$ cat config.mk
export PLATFORM = sky130hd
export DESIGN_NAME = noc_input_fifo
export DESIGN_NICKNAME = d
export VERILOG_FILES = /design/src/rtl/noc_pkg.sv /design/src/rtl/noc_cts_rx.sv /design/src/rtl/noc_input_fifo.sv
export SDC_FILE = /design/constraint.sdc
export NUM_CORES = 1
export LEC_CHECK = 0
export CAP_MARGIN = 5
export CORE_MARGIN = 10
export CORE_UTILIZATION = 55
export DETAILED_ROUTE_END_ITERATION = 7
export DONT_BUFFER_PORTS = 1
export PLACE_DENSITY_LB_ADDON = 0.3
export REMOVE_ABC_BUFFERS = 1
export SYNTH_ARGS = -nofsm -noshare
export SYNTH_HDL_FRONTEND = slang
export SYNTH_SLANG_ARGS = --single-unit
$ cat constraint.sdc
create_clock -name clk -period 4.7 [get_ports clk]
set_input_delay 0.705 -clock clk [delete_from_list [all_inputs] [get_ports clk]]
set_output_delay 0.705 -clock clk [all_outputs]
set_load 0.1 [all_outputs]
$ cat src/rtl/noc_pkg.sv
// Shared definitions for the mesh router: port indices, default flit width and flit type.
// Also used by the output arbiters, the routing logic and the crossbar.
package noc_pkg;

  localparam int NOC_DATA_WIDTH = 32;
  localparam int NUM_PORTS      = 5;

  typedef enum logic [2:0] {
    PORT_N = 3'd0,
    PORT_E = 3'd1,
    PORT_W = 3'd2,
    PORT_S = 3'd3,
    PORT_L = 3'd4
  } port_t;

  typedef logic [NOC_DATA_WIDTH-1:0] flit_t;

endpackage

$ cat src/rtl/noc_cts_rx.sv
// Receive-side handshake: write_en generation and the registered CTS acknowledge.
// Shared by every stage that receives flits under RTS/DCTS.
module noc_cts_rx (
  input  logic clk,
  input  logic rst,
  input  logic drts,
  input  logic full,
  output logic cts,
  output logic write_en
);

  // Handshake: the sender holds data and drts until it sees cts=1, then drops drts.
  // A flit is taken on the edge where drts=1, cts=0 and there is room; cts pulses
  // for exactly one cycle afterwards. The ~cts term masks the drts that is still
  // high during that pulse, so one request is never written twice.
  assign write_en = drts & ~cts & ~full;

  always_ff @(posedge clk) begin
    if (rst) begin
      cts <= 1'b0;
    end else begin
      cts <= write_en;
    end
  end

endmodule

$ cat src/rtl/noc_input_fifo.sv
// noc_input_fifo: per-port input buffer of a 5-port mesh router (binary wrap-bit pointers).
// Define NOC_FIFO_ERR_EN to add a sticky err output flagging illegal pop requests.
module noc_input_fifo
  import noc_pkg::*;
#(
  parameter int DATA_WIDTH = NOC_DATA_WIDTH,
  parameter int DEPTH      = 4
) (
  input  logic                  clk,
  input  logic                  rst,
  input  logic [DATA_WIDTH-1:0] RX,
  input  logic                  DRTS,
  input  logic                  read_en_N,
  input  logic                  read_en_E,
  input  logic                  read_en_W,
  input  logic                  read_en_S,
  input  logic                  read_en_L,
  output logic                  CTS,
  output logic [DATA_WIDTH-1:0] Data_out,
  output logic                  empty,
  output logic                  full
`ifdef NOC_FIFO_ERR_EN
  ,
  output logic                  err
`endif
);

  localparam int AW = $clog2(DEPTH);
  localparam logic [AW:0] PTR_ONE = {{AW{1'b0}}, 1'b1};

  logic [AW:0]           rptr;
  logic [AW:0]           wptr;
  logic [DATA_WIDTH-1:0] mem [DEPTH];
  logic [NUM_PORTS-1:0]  rd_req;
  logic                  write_en;
  logic                  read_en;

  assign rd_req[PORT_N] = read_en_N;
  assign rd_req[PORT_E] = read_en_E;
  assign rd_req[PORT_W] = read_en_W;
  assign rd_req[PORT_S] = read_en_S;
  assign rd_req[PORT_L] = read_en_L;

  // Pointers carry one extra wrap bit so full and empty are distinguishable.
  assign empty = (rptr == wptr);
  assign full  = (rptr[AW-1:0] == wptr[AW-1:0]) && (rptr[AW] != wptr[AW]);

  // Any number of grants counts as a single pop.
  assign read_en = (|rd_req) & ~empty;

  noc_cts_rx u_cts_rx (
    .clk      (clk),
    .rst      (rst),
    .drts     (DRTS),
    .full     (full),
    .cts      (CTS),
    .write_en (write_en)
  );

  always_ff @(posedge clk) begin
    if (rst) begin
      rptr <= '0;
      wptr <= '0;
    end else begin
      if (write_en) wptr <= wptr + PTR_ONE;
      if (read_en)  rptr <= rptr + PTR_ONE;
    end
  end

  // Storage is deliberately left out of reset.
  always_ff @(posedge clk) begin
    if (write_en && !rst) begin
      mem[wptr[AW-1:0]] <= RX;
    end
  end

  assign Data_out = mem[rptr[AW-1:0]];

`ifdef NOC_FIFO_ERR_EN
  logic illegal_req;

  assign illegal_req = ($countones(rd_req) > 1) || ((|rd_req) && empty);

  always_ff @(posedge clk) begin
    if (rst) begin
      err <= 1'b0;
    end else if (illegal_req) begin
      err <= 1'b1;
    end
  end
`endif

endmodule

==> results by group, run 1 <==
STA
  – Period utilisation layout: 68.27%
  – Post-route setup TNS: 0 ps
  – FMAX: approximately 0.31 GHz
  – Least-Margin Pin Slew: 1081 ps
  – Final Hold Viols: 0
  – Max-Slew Margin vs Limit: ~28%
  – Final hold slack: ~260 ps
  – Max-slew violations: 0
  – Final Setup Violations: 0
  – RSZ-0062 raised after global routing: no
  – Post-route minimum period: 3209 ps
  – Final setup skew: 8.770 ps

Logic synthesis
  – Synth Instances: 218
  – Netlist Area Pre-Place: between 5000 and 6000 um2
  – Post-synth top flop: edfxtp_1
  – Register area share after synthesis: 79.11%
  – Asr flop ratio synth: 0%
  – Seq cells post-synth: 137
  – Syn_area_per_cell: approximately 23 um2
  – Yosys cell types: 27
  – Post-synth EDFFs: 128
  – Syn. warnings: 0

Setup path
  – Flop2flop setup slack: 1870 ps
  – Crit path DAT: 2500 ps
  – Startpoint types: flip-flop
  – Critical R2R Launch: wptr[0]$_SDFFE_PP0P_
  – CP Capture Type: output port
  – Worst Path Required: 3990 ps
  – Worst-case reg-to-reg path depth: 4
  – Critical path class: reg2out
  – RR Endpoint: mem[0][19]$_DFFE_PP_
  – Crit-path max FO: 18

Cells and area
  – Fill cells: 613
  – Final Util: 64.02%
  – Commonest non-fill, non-tap cell in the layout: edfxtp_1
  – Diodes inserted: 0
  – Layout area overhead: 14.66%
  – Share of layout cells above drive strength 1: 31.28%
  – Nets: roughly 280
  – Commonest non-fill, non-tap cells in the layout: 128 x edfxtp_1, 32 x mux4_2, 16 x clkbuf_16

Floorplan
  – DIE HEIGHT: 116.2 um
  – Initial core utilization: a little under three fifths
  – IO Pins: 75
  – Rows: 35
  – Total Die Area: 13490 um2
  – Die Width: between 100 and 150 um
  – Core area: 9109 um2

Drt
  – Initial DRC count: 116
  – WL/cell: 23.64 um
  – Post-Route WL: 8369 um
  – Drt drc: 0
  – Post-route antenna net violation count: 0
  – TritonRoute pass-1 iters: 4
  – Vias: 2090
  – DR vias/cell: 5.904

Status
  – Status: finished, final reports clean

Clock network
  – Cts hold-fix bufs: 0
  – Max clock buf depth: 2
  – Post-cts sizing count: 0
  – Reg clk slew, reported paths: roughly 60 ps
  – Root Buffer: clkbuf_8
  – Clk sinks: 137
  – Clock Latency Late Sink: 500 ps
  – # Post-CTS Setup Buffers: 0
  – Num CTS Buffers: 17
  – H-tree levels: 4
  – CTS tree: done

GRT
  – Largest net degree at the start of global routing: 33
  – First-pass GRT wire length: between 10000 and 15000 um
  – Vias in the first global route: approximately 2400
  – Global Route Usage Sum: 13.43%
  – Antenna violations before repair: 0
  – Grt ovf: 0

Run
  – Max cap viols: 0

Hold path
  – Hold path start: rst
  – Hold EP: rptr[2]$_SDFFE_PP0P_
  – Hold Path Class: in2reg
  – Worst hold path depth: 1

Place
  – Final RePlAce weighted congestion: 0.7145
  – DP HPWL: 5092 um
  – Port Buffers: 0
flip-flops by register name, indices dropped and copies added (netlist names), named ones only:
signal,count
mem,128
rptr,3
u_cts_rx.cts,1
wptr,3
worst max-delay path: stages, from the launching register on:
cell	delay (ps)
dfxtp_2	740
buf_4	410
mux4_2	830
through the flow:
step | instance area, um2 | std cells | worst slack [ps]
global route | 5832 | 354 | 1291
detailed placement | 5219 | 323 | 1834
CTS | 5832 | 354 | 1397
finish | 5832 | 354 | 1491
floorplan | 5052 | 210 | -145.3
global placement | 5219 | 323 | 1938
how the worst max path moves through the flow:
stage	start	to	slack [ps]	cells after the start
after floorplan	wptr[0]$_SDFFE_PP0P_	mem[3][0]$_DFFE_PP_	-150	3
after global placement	wptr[1]$_SDFFE_PP0P_	mem[0][4]$_DFFE_PP_	1940	4
after detailed placement	wptr[0]$_SDFFE_PP0P_	mem[0][2]$_DFFE_PP_	1830	4
after CTS	flip-flop	Data_out[9]	1400	2
after global routing	flip-flop	Data_out[17]	1290	2
final	flip-flop	Data_out[9]	1490	2
kinds of logic after synthesis:
group / after synthesis / share of synthesized area, %
buffers and inverters: 11 / 0.8853
muxes: 36 / 15.01
AOI/OAI and AO/OA: 6 / 0.8610
adders and majority gates: 5 / 1.230
xor gates and xnor gates: 5 / 0.8610
DFF: 137 / 79.11
and+or+nand+nor: 18 / 2.042
synthesized netlist by cell type (2+ instances only):
| cell type | n | share of area [%] |
|---|---|---|
| nand2b_1 | 3 | 0.37 |
| mux2_2 | 2 | 0.44 |
| inv_1 | 3 | 0.22 |
| and2_1 | 3 | 0.37 |
| dfxtp_1 | 9 | 3.5 |
| edfxtp_1 | 128 | 76 |
| xnor2_1 | 4 | 0.69 |
| mux4_2 | 32 | 14 |
| ha_1 | 5 | 1.2 |
| buf_2 | 3 | 0.30 |
| clkbuf_1 | 4 | 0.30 |
| nor2_1 | 5 | 0.37 |
| mux2i_1 | 2 | 0.39 |
| nor3_1 | 2 | 0.20 |
routing by layer:
metal	part of all wire, %	vias to the layer above	GRT usage, %
met5	0	-	0
met4	0.57	0	4.504
met3	11	4	7.807
met2	49	73	20.67
met1	40	1077	15.47
li1	-	936	-
area by class of cell:
| cell class | instances | area [um2] | share of cell area [%] |
|---|---|---|---|
| Clock buffer | 17 | 414.1 | 7.101 |
| Clock inverter | 14 | 198.9 | 3.411 |
| Inverter | 3 | 11.26 | 0.1931 |
| Multi-Input combinational cell | 70 | 1027 | 17.61 |
| Sequential cell | 137 | 4026 | 69.04 |
| Tap cell | 111 | 138.9 | 2.381 |
| Timing Repair Buffer | 2 | 15.01 | 0.2575 |
Power of run 1 is not shown: default switching activity piles up to over one toggle a cycle in this logic, so the estimate is an artifact.
==> run 2, diff against run 1 <==
clock period = 2.8 ns   (was 4.7 ns; I/O delays follow)
==> run 2 against run 1 <==
Design area grew 6.4%; largest cell class unchanged; via count grew 7.8%; first-iteration DRC count grew 59%; global-route usage grew 0.76 points; critical path depth is the same; highest routed layer unchanged.
==> results by group, run 2 (synthesis results as in run 1) <==
Clock network
  – Reg clk slew, reported paths: 60 ps (about the same)
  – Post-cts sizing count: 0 (unchanged)
  – Clock Latency Late Sink: 510 ps (about the same)
  – Num CTS Buffers: 17 (unchanged)
  – H-tree levels: 4 (unchanged)
  – Root Buffer: clkbuf_8
  – Max clock buf depth: 2 (unchanged)
  – Clk sinks: 137 (unchanged)
  – CTS tree: done

Run
  – Max cap viols: 0 (unchanged)

Floorplan
  – Initial core utilization: 55.84% (unchanged)
  – IO Pins: 75 (unchanged)
  – Die Width: 116.2 um (unchanged)
  – Rows: 35 (unchanged)
  – DIE HEIGHT: 116.2 um (unchanged)
  – Core area: 9109 um2 (unchanged)
  – Total Die Area: 13490 um2 (unchanged)

STA
  – Final Hold Viols: 0 (unchanged)
  – FMAX: 0.3921 GHz
  – Period utilisation layout: about nine tenths
  – RSZ-0062 raised after global routing: no
  – Final Setup Violations: 0 (unchanged)
  – Setup ws final: 249.9 ps (-1241 ps)
  – Max-Slew Margin vs Limit: 63.32% (+35 points)
  – Max-slew violations: 0 (unchanged)
  – Final setup skew: 15.58 ps (+6.809 ps)
  – Post-route setup TNS: 0 ps (unchanged)
  – Post-route minimum period: 2550 ps
  – Least-Margin Pin Slew: 551.4 ps (-529.5 ps)

Power and ir drop
  – Switching share of power: 43.55%
  – Switching power: 3.047 mW
  – Comb pwr share: 36.6%
  – VDD IR max: 657.7 uV
  – Total Power: 6.996 mW
  – Leak: 2.004 nW
  – Power Dens Cells: around 1100 nW/um2
  – Clock power frac: 28.8%
  – Cell internal pwr: 3.950 mW
  – Flop pwr share: 34.6%

Place
  – Final RePlAce weighted congestion: 0.6850 (-4.1%)
  – DP HPWL: 5434 um (+6.7%)
  – Port Buffers: 0 (unchanged)
  – Pre-CTS WS: 684.2 ps (-1150 ps)
  – Area after DPL: 5321 um2 (+2.0%)

Hold path
  – Hold Path Class: in2reg
  – Worst hold path depth: 2 (+1)
  – Hold path start: rst

Drt
  – DR vias/cell: 5.687 (-3.7%)
  – Vias: 2252 (+7.8%)
  – Post-route antenna net violation count: 0 (unchanged)
  – Post-Route WL: 8865 um (+5.9%)
  – Met3 wire len: 659 um (-26%)
  – Drt drc: 0 (unchanged)
  – Met2 WL: 4418 um (+8.3%)
  – TritonRoute pass-1 iters: 4 (unchanged)
  – Met1 wire length: 3697 um (+10%)
  – Top sig layer: met4
  – Initial DRC count: 184 (+59%)
  – WL/cell: 22.39 um (-5.3%)

Cells and area
  – Largest register FFs: 128 (unchanged)
  – Design area: 6202 um2 (+6.4%)
  – Final Util: 68.09% (+4.1 points)
  – Commonest non-fill, non-tap cells in the layout: 128 x edfxtp_1, 33 x dlygate4sd3_1, 32 x mux4_2
  – Fill cells: 580 (-5.4%)
  – Nets: 316 (+14%)
  – Layout area overhead: 21.94%
  – Share of layout cells above drive strength 1: 29.58% (-1.7 points)
  – Commonest non-fill, non-tap cell in the layout: edfxtp_1

Setup path
  – Startpoint types: flip-flop
  – CP Capture Type: output port
  – RR Endpoint: mem[1][19]$_DFFE_PP_
  – Crit path DAT: 2130 ps (-370 ps)
  – Crit-path max FO: 17 (-1)
  – Worst-case reg-to-reg path depth: 5 (+1)
  – Critical R2R Launch: wptr[0]$_SDFFE_PP0P_
  – Flop2flop setup slack: 690 ps (-1180 ps)
  – Critical path class: reg2out
  – Worst Path Required: 2380 ps (-1610 ps)

GRT
  – First-pass GRT wire length: 13920 um (+5.6%)
  – Largest net degree at the start of global routing: 31 (-6.1%)
  – Vias in the first global route: 2496 (+5.5%)
  – Antenna violations before repair: 1 (+1)
  – Grt ovf: 0 (unchanged)
  – Global Route Usage Sum: 14.18% (+0.76 points)

Status
  – Status: finished, final reports clean
run 2: cell count changes in the layout (fill, tap and decap cells not counted), sizes merged:
cell,delta
clkinvlp,+2
inv,+7
clkinv,-4
bufinv,-4
diode,+1
dlygate4sd3,+33
buf,+7
run 2: worst max-delay path by stage:
stage	cells after the start	endpoint	slack, ps
floorplan	3	mem[3][0]$_DFFE_PP_	-2050
global placement	2	Data_out[9]	750
detailed placement	5	mem[1][14]$_DFFE_PP_	680
CTS	2	Data_out[9]	210
global route	2	Data_out[25]	160
finish	2	Data_out[25]	250
run 2: through the flow:
| stage | hold slack [ps] | instances |
|---|---|---|
| floorplan | 463.5 | 210 |
| global placement | 477.7 | 330 |
| detailed placement | 487.7 | 330 |
| CTS | 116.8 | 395 |
| global route | 117.8 | 396 |
| finish | 135.9 | 396 |
run 2: worst max-delay path: stages (launching register included):
cell	delay, ps
dfxtp_2	630
buf_4	340
mux4_2	630
run 2: routing by layer:
metal  vias to the layer above  GRT usage, %
met3                         7         5.907
met5                         -             0
li1                       1027             -
met2                        76         22.18
met1                      1142         17.19
met4                         0         5.755
run 2: power by group through the flow:
stage,combinational (mW),clock [mW],sequential (mW)
finish,2.56,2.01,2.42
global route,2.65,2.16,2.43
CTS,2.59,2.06,2.42
detailed placement,2.53,0,2.47
global placement,2.53,0,2.47
floorplan,2.23,0,2.53
run 2: what timing repair did:
item                       in CTS  in global routing
hold buffers                   33                  0
setup buffers                   0                  0
setup endpoints to repair       0                  0
hold endpoints to repair      133                  0
run 2: final cells by class:
type | count | area, um2 | share of cell area (%)
flip-flops and latches | 137 | 4026 | 64.92
multi-input cells | 70 | 1027 | 16.56
repair buffers | 42 | 447.9 | 7.222
clock buffers | 17 | 414.1 | 6.677
well taps | 111 | 138.9 | 2.239
clock inverters | 15 | 133.9 | 2.159
inverters | 3 | 11.26 | 0.1816
diodes | 1 | 2.502 | 0.04035
No activity file was read; power rests on OpenSTA's default activity.
==> run 3, diff against run 2 <==
PLACE_DENSITY = 0.81   (was not set)
PLACE_DENSITY_LB_ADDON = not set   (was 0.3)
==> run 3 against run 2 <==
Final cell count down 0.76%; design area fell by 0.36%; first-iteration DRC count down 43%; power fell by 0.36%; clock power hardly changed; clock-buffer cell count increased by 1; wire length is 2.3% lower; register-to-register slack is essentially flat; clock skew shrank 11 ps; flip-flop and latch count did not move; critical path type unchanged; largest power group unchanged.
==> results by group, run 3 (synthesis results as in run 1) <==
Drt
  – Post-Route WL: 8663 um (-2.3%)
  – Drt drc: 0 (unchanged)
  – Post-route antenna net violation count: 0 (unchanged)
  – DR vias/cell: 5.710 (+0.41%)
  – Vias: 2244 (-0.36%)
  – WL/cell: 22.04 um (-1.5%)
  – TritonRoute pass-1 iters: 4 (unchanged)
  – Initial DRC count: 104 (-43%)

GRT
  – Global Route Usage Sum: 14.10% (-0.086 points)
  – Antenna violations before repair: 0 (-1)
  – Vias in the first global route: 2542 (+1.8%)
  – Met3 Use GR: 6.061% (+0.15 points)
  – Grt met2 use: 22.41% (+0.23 points)
  – Met1 global-route usage: 17.10% (-0.091 points)
  – First-pass GRT wire length: 14020 um (+0.74%)
  – Largest net degree at the start of global routing: 33 (+6.5%)
  – Most Crowded Layer GR: met2
  – Grt ovf: 0 (unchanged)

Hold path
  – Hold Path Class: in2reg
  – Worst hold path depth: 1 (-1)

STA
  – RSZ-0062 raised after global routing: no
  – Setup ws final: 282.7 ps (+32.81 ps)
  – FMAX: 0.3973 GHz (+1.3%)
  – Post-route minimum period: 2517 ps (-32.81 ps)
  – Final Hold Viols: 0 (unchanged)
  – Period utilisation layout: 89.90% (-1.2 points)
  – Max-slew violations: 0 (unchanged)
  – Least-Margin Pin Slew: 809.8 ps (+258.3 ps)
  – Max-Slew Margin vs Limit: 46.02% (-17 points)
  – Post-route setup TNS: 0 ps (unchanged)
  – Final Setup Violations: 0 (unchanged)
  – Final setup skew: 4.995 ps (-10.58 ps)

Place
  – Final RePlAce weighted congestion: 0.8033 (+17%)
  – DP HPWL: 5421 um (-0.24%)
  – Area after DPL: 5301 um2 (-0.38%)
  – Pre-CTS WS: 653.8 ps (-30.41 ps)
  – Port Buffers: 0 (unchanged)

Clock network
  – H-tree levels: 4 (unchanged)
  – Clock Latency Late Sink: 500 ps (about the same)
  – Reg clk slew, reported paths: 60 ps (about the same)
  – Post-cts sizing count: 0 (unchanged)
  – Num CTS Buffers: 17 (unchanged)
  – Clk sinks: 137 (unchanged)
  – Root Buffer: clkbuf_8
  – CTS tree: done
  – Max clock buf depth: 2 (unchanged)

Cells and area
  – Nets: 315 (-0.32%)
  – Fill cells: 587 (+1.2%)
  – Design area: 6180 um2 (-0.36%)
  – Largest register FFs: 128 (unchanged)
  – Layout area overhead: 21.50%
  – Commonest non-fill, non-tap cells in the layout: 128 x edfxtp_1, 33 x dlygate4sd3_1, 32 x mux4_2
  – Diodes inserted: 0 (-1)
  – Sequential cell area: 4026 um2 (unchanged)
  – Area of the multi-input gates: 1027 um2 (unchanged)
  – Share of layout cells above drive strength 1: 28.01% (-1.6 points)
  – Commonest non-fill, non-tap cell in the layout: edfxtp_1

Setup path
  – CP endpoint: Data_out[9]
  – Slowest stage delay, CP: 850 ps (+220 ps)
  – CP bufs+invs: 0 (-1)
  – CP Capture Type: output port
  – CP delay by family, top: flip-flops
  – Worst-case reg-to-reg path depth: 5 (unchanged)
  – Critical Path Slowest Stage Cell: dfxtp_2
  – Flop2flop setup slack: 680 ps (about the same)
  – Critical path class: reg2out
  – Critical Path, Cell by Cell: mux4_2
  – Number of cells on the critical path: 1 (-1)
  – Startpoint types: flip-flop
  – Crit-path max FO: 32 (+15)
  – RR Endpoint: mem[1][20]$_DFFE_PP_
  – Crit path DAT: 2100 ps (-30 ps)
  – Worst Path Required: 2380 ps (about the same)
  – Critical R2R Launch: wptr[0]$_SDFFE_PP0P_

Power and ir drop
  – VDD IR max: 686.5 uV (+4.4%)
  – Total Power: 6.971 mW (-0.36%)
  – Leak: 1.989 nW (-0.76%)
  – Power Dens Cells: 1128 nW/um2 (about the same)

Floorplan
  – Rows: 35 (unchanged)
  – Die Width: 116.2 um (unchanged)
  – Total Die Area: 13490 um2 (unchanged)
  – IO Pins: 75 (unchanged)
  – Initial core utilization: 55.84% (unchanged)
  – DIE HEIGHT: 116.2 um (unchanged)
  – Core area: 9109 um2 (unchanged)

Run
  – Max cap viols: 0 (unchanged)

Status
  – Status: finished, final reports clean
run 3: layer usage:
layer  vias up  part of all wire (%)
met2        58                    52
met4         0                  0.88
met3         9                   6.3
met1      1160                    41
li1       1017                     -
met5         -                     0
run 3: final cells by class:
| cell class | count | area share [%] |
|---|---|---|
| clock inverters | 13 | 2.106 |
| flip-flops and latches | 137 | 65.15 |
| repair buffers | 41 | 6.924 |
| well taps | 111 | 2.247 |
| inverters | 3 | 0.1822 |
| multi-input cells | 70 | 16.62 |
| clock buffers | 18 | 6.763 |
run 3: worst min-delay path by stage:
stage                         endpoint  slack (ps)                 start
3_3_place_gp      rptr[2]$_SDFFE_PP0P_         470  rptr[2]$_SDFFE_PP0P_
5_1_grt        u_cts_rx.cts$_SDFF_PP0_          30                   rst
4_1_cts        u_cts_rx.cts$_SDFF_PP0_          10                   rst
2_1_floorplan     rptr[2]$_SDFFE_PP0P_         460  rptr[2]$_SDFFE_PP0P_
3_5_place_dp      rptr[2]$_SDFFE_PP0P_         490                   rst
6_report       u_cts_rx.cts$_SDFF_PP0_          30                   rst
run 3: where the power goes:
part	leakage (nW)	internal, mW	switching, mW
clock	0.258	1.25	0.762
sequential	1.23	2.33	0.118
combinational	0.496	0.484	2.02
total	1.99	4.07	2.90
run 3: what timing repair did:
item,4_1_cts,5_1_grt
setup buffers,0,0
hold endpoints to repair,132,0
hold buffers,33,0
run 3: stage by stage:
step                hold WS [ps]  instances  utilization [%]
finish                     34.50        393            67.84
CTS                        11.05        393            67.84
global placement           473.6        329            58.20
detailed placement         494.3        329            58.20
global route               27.11        393            67.84
floorplan                  463.5        210                -
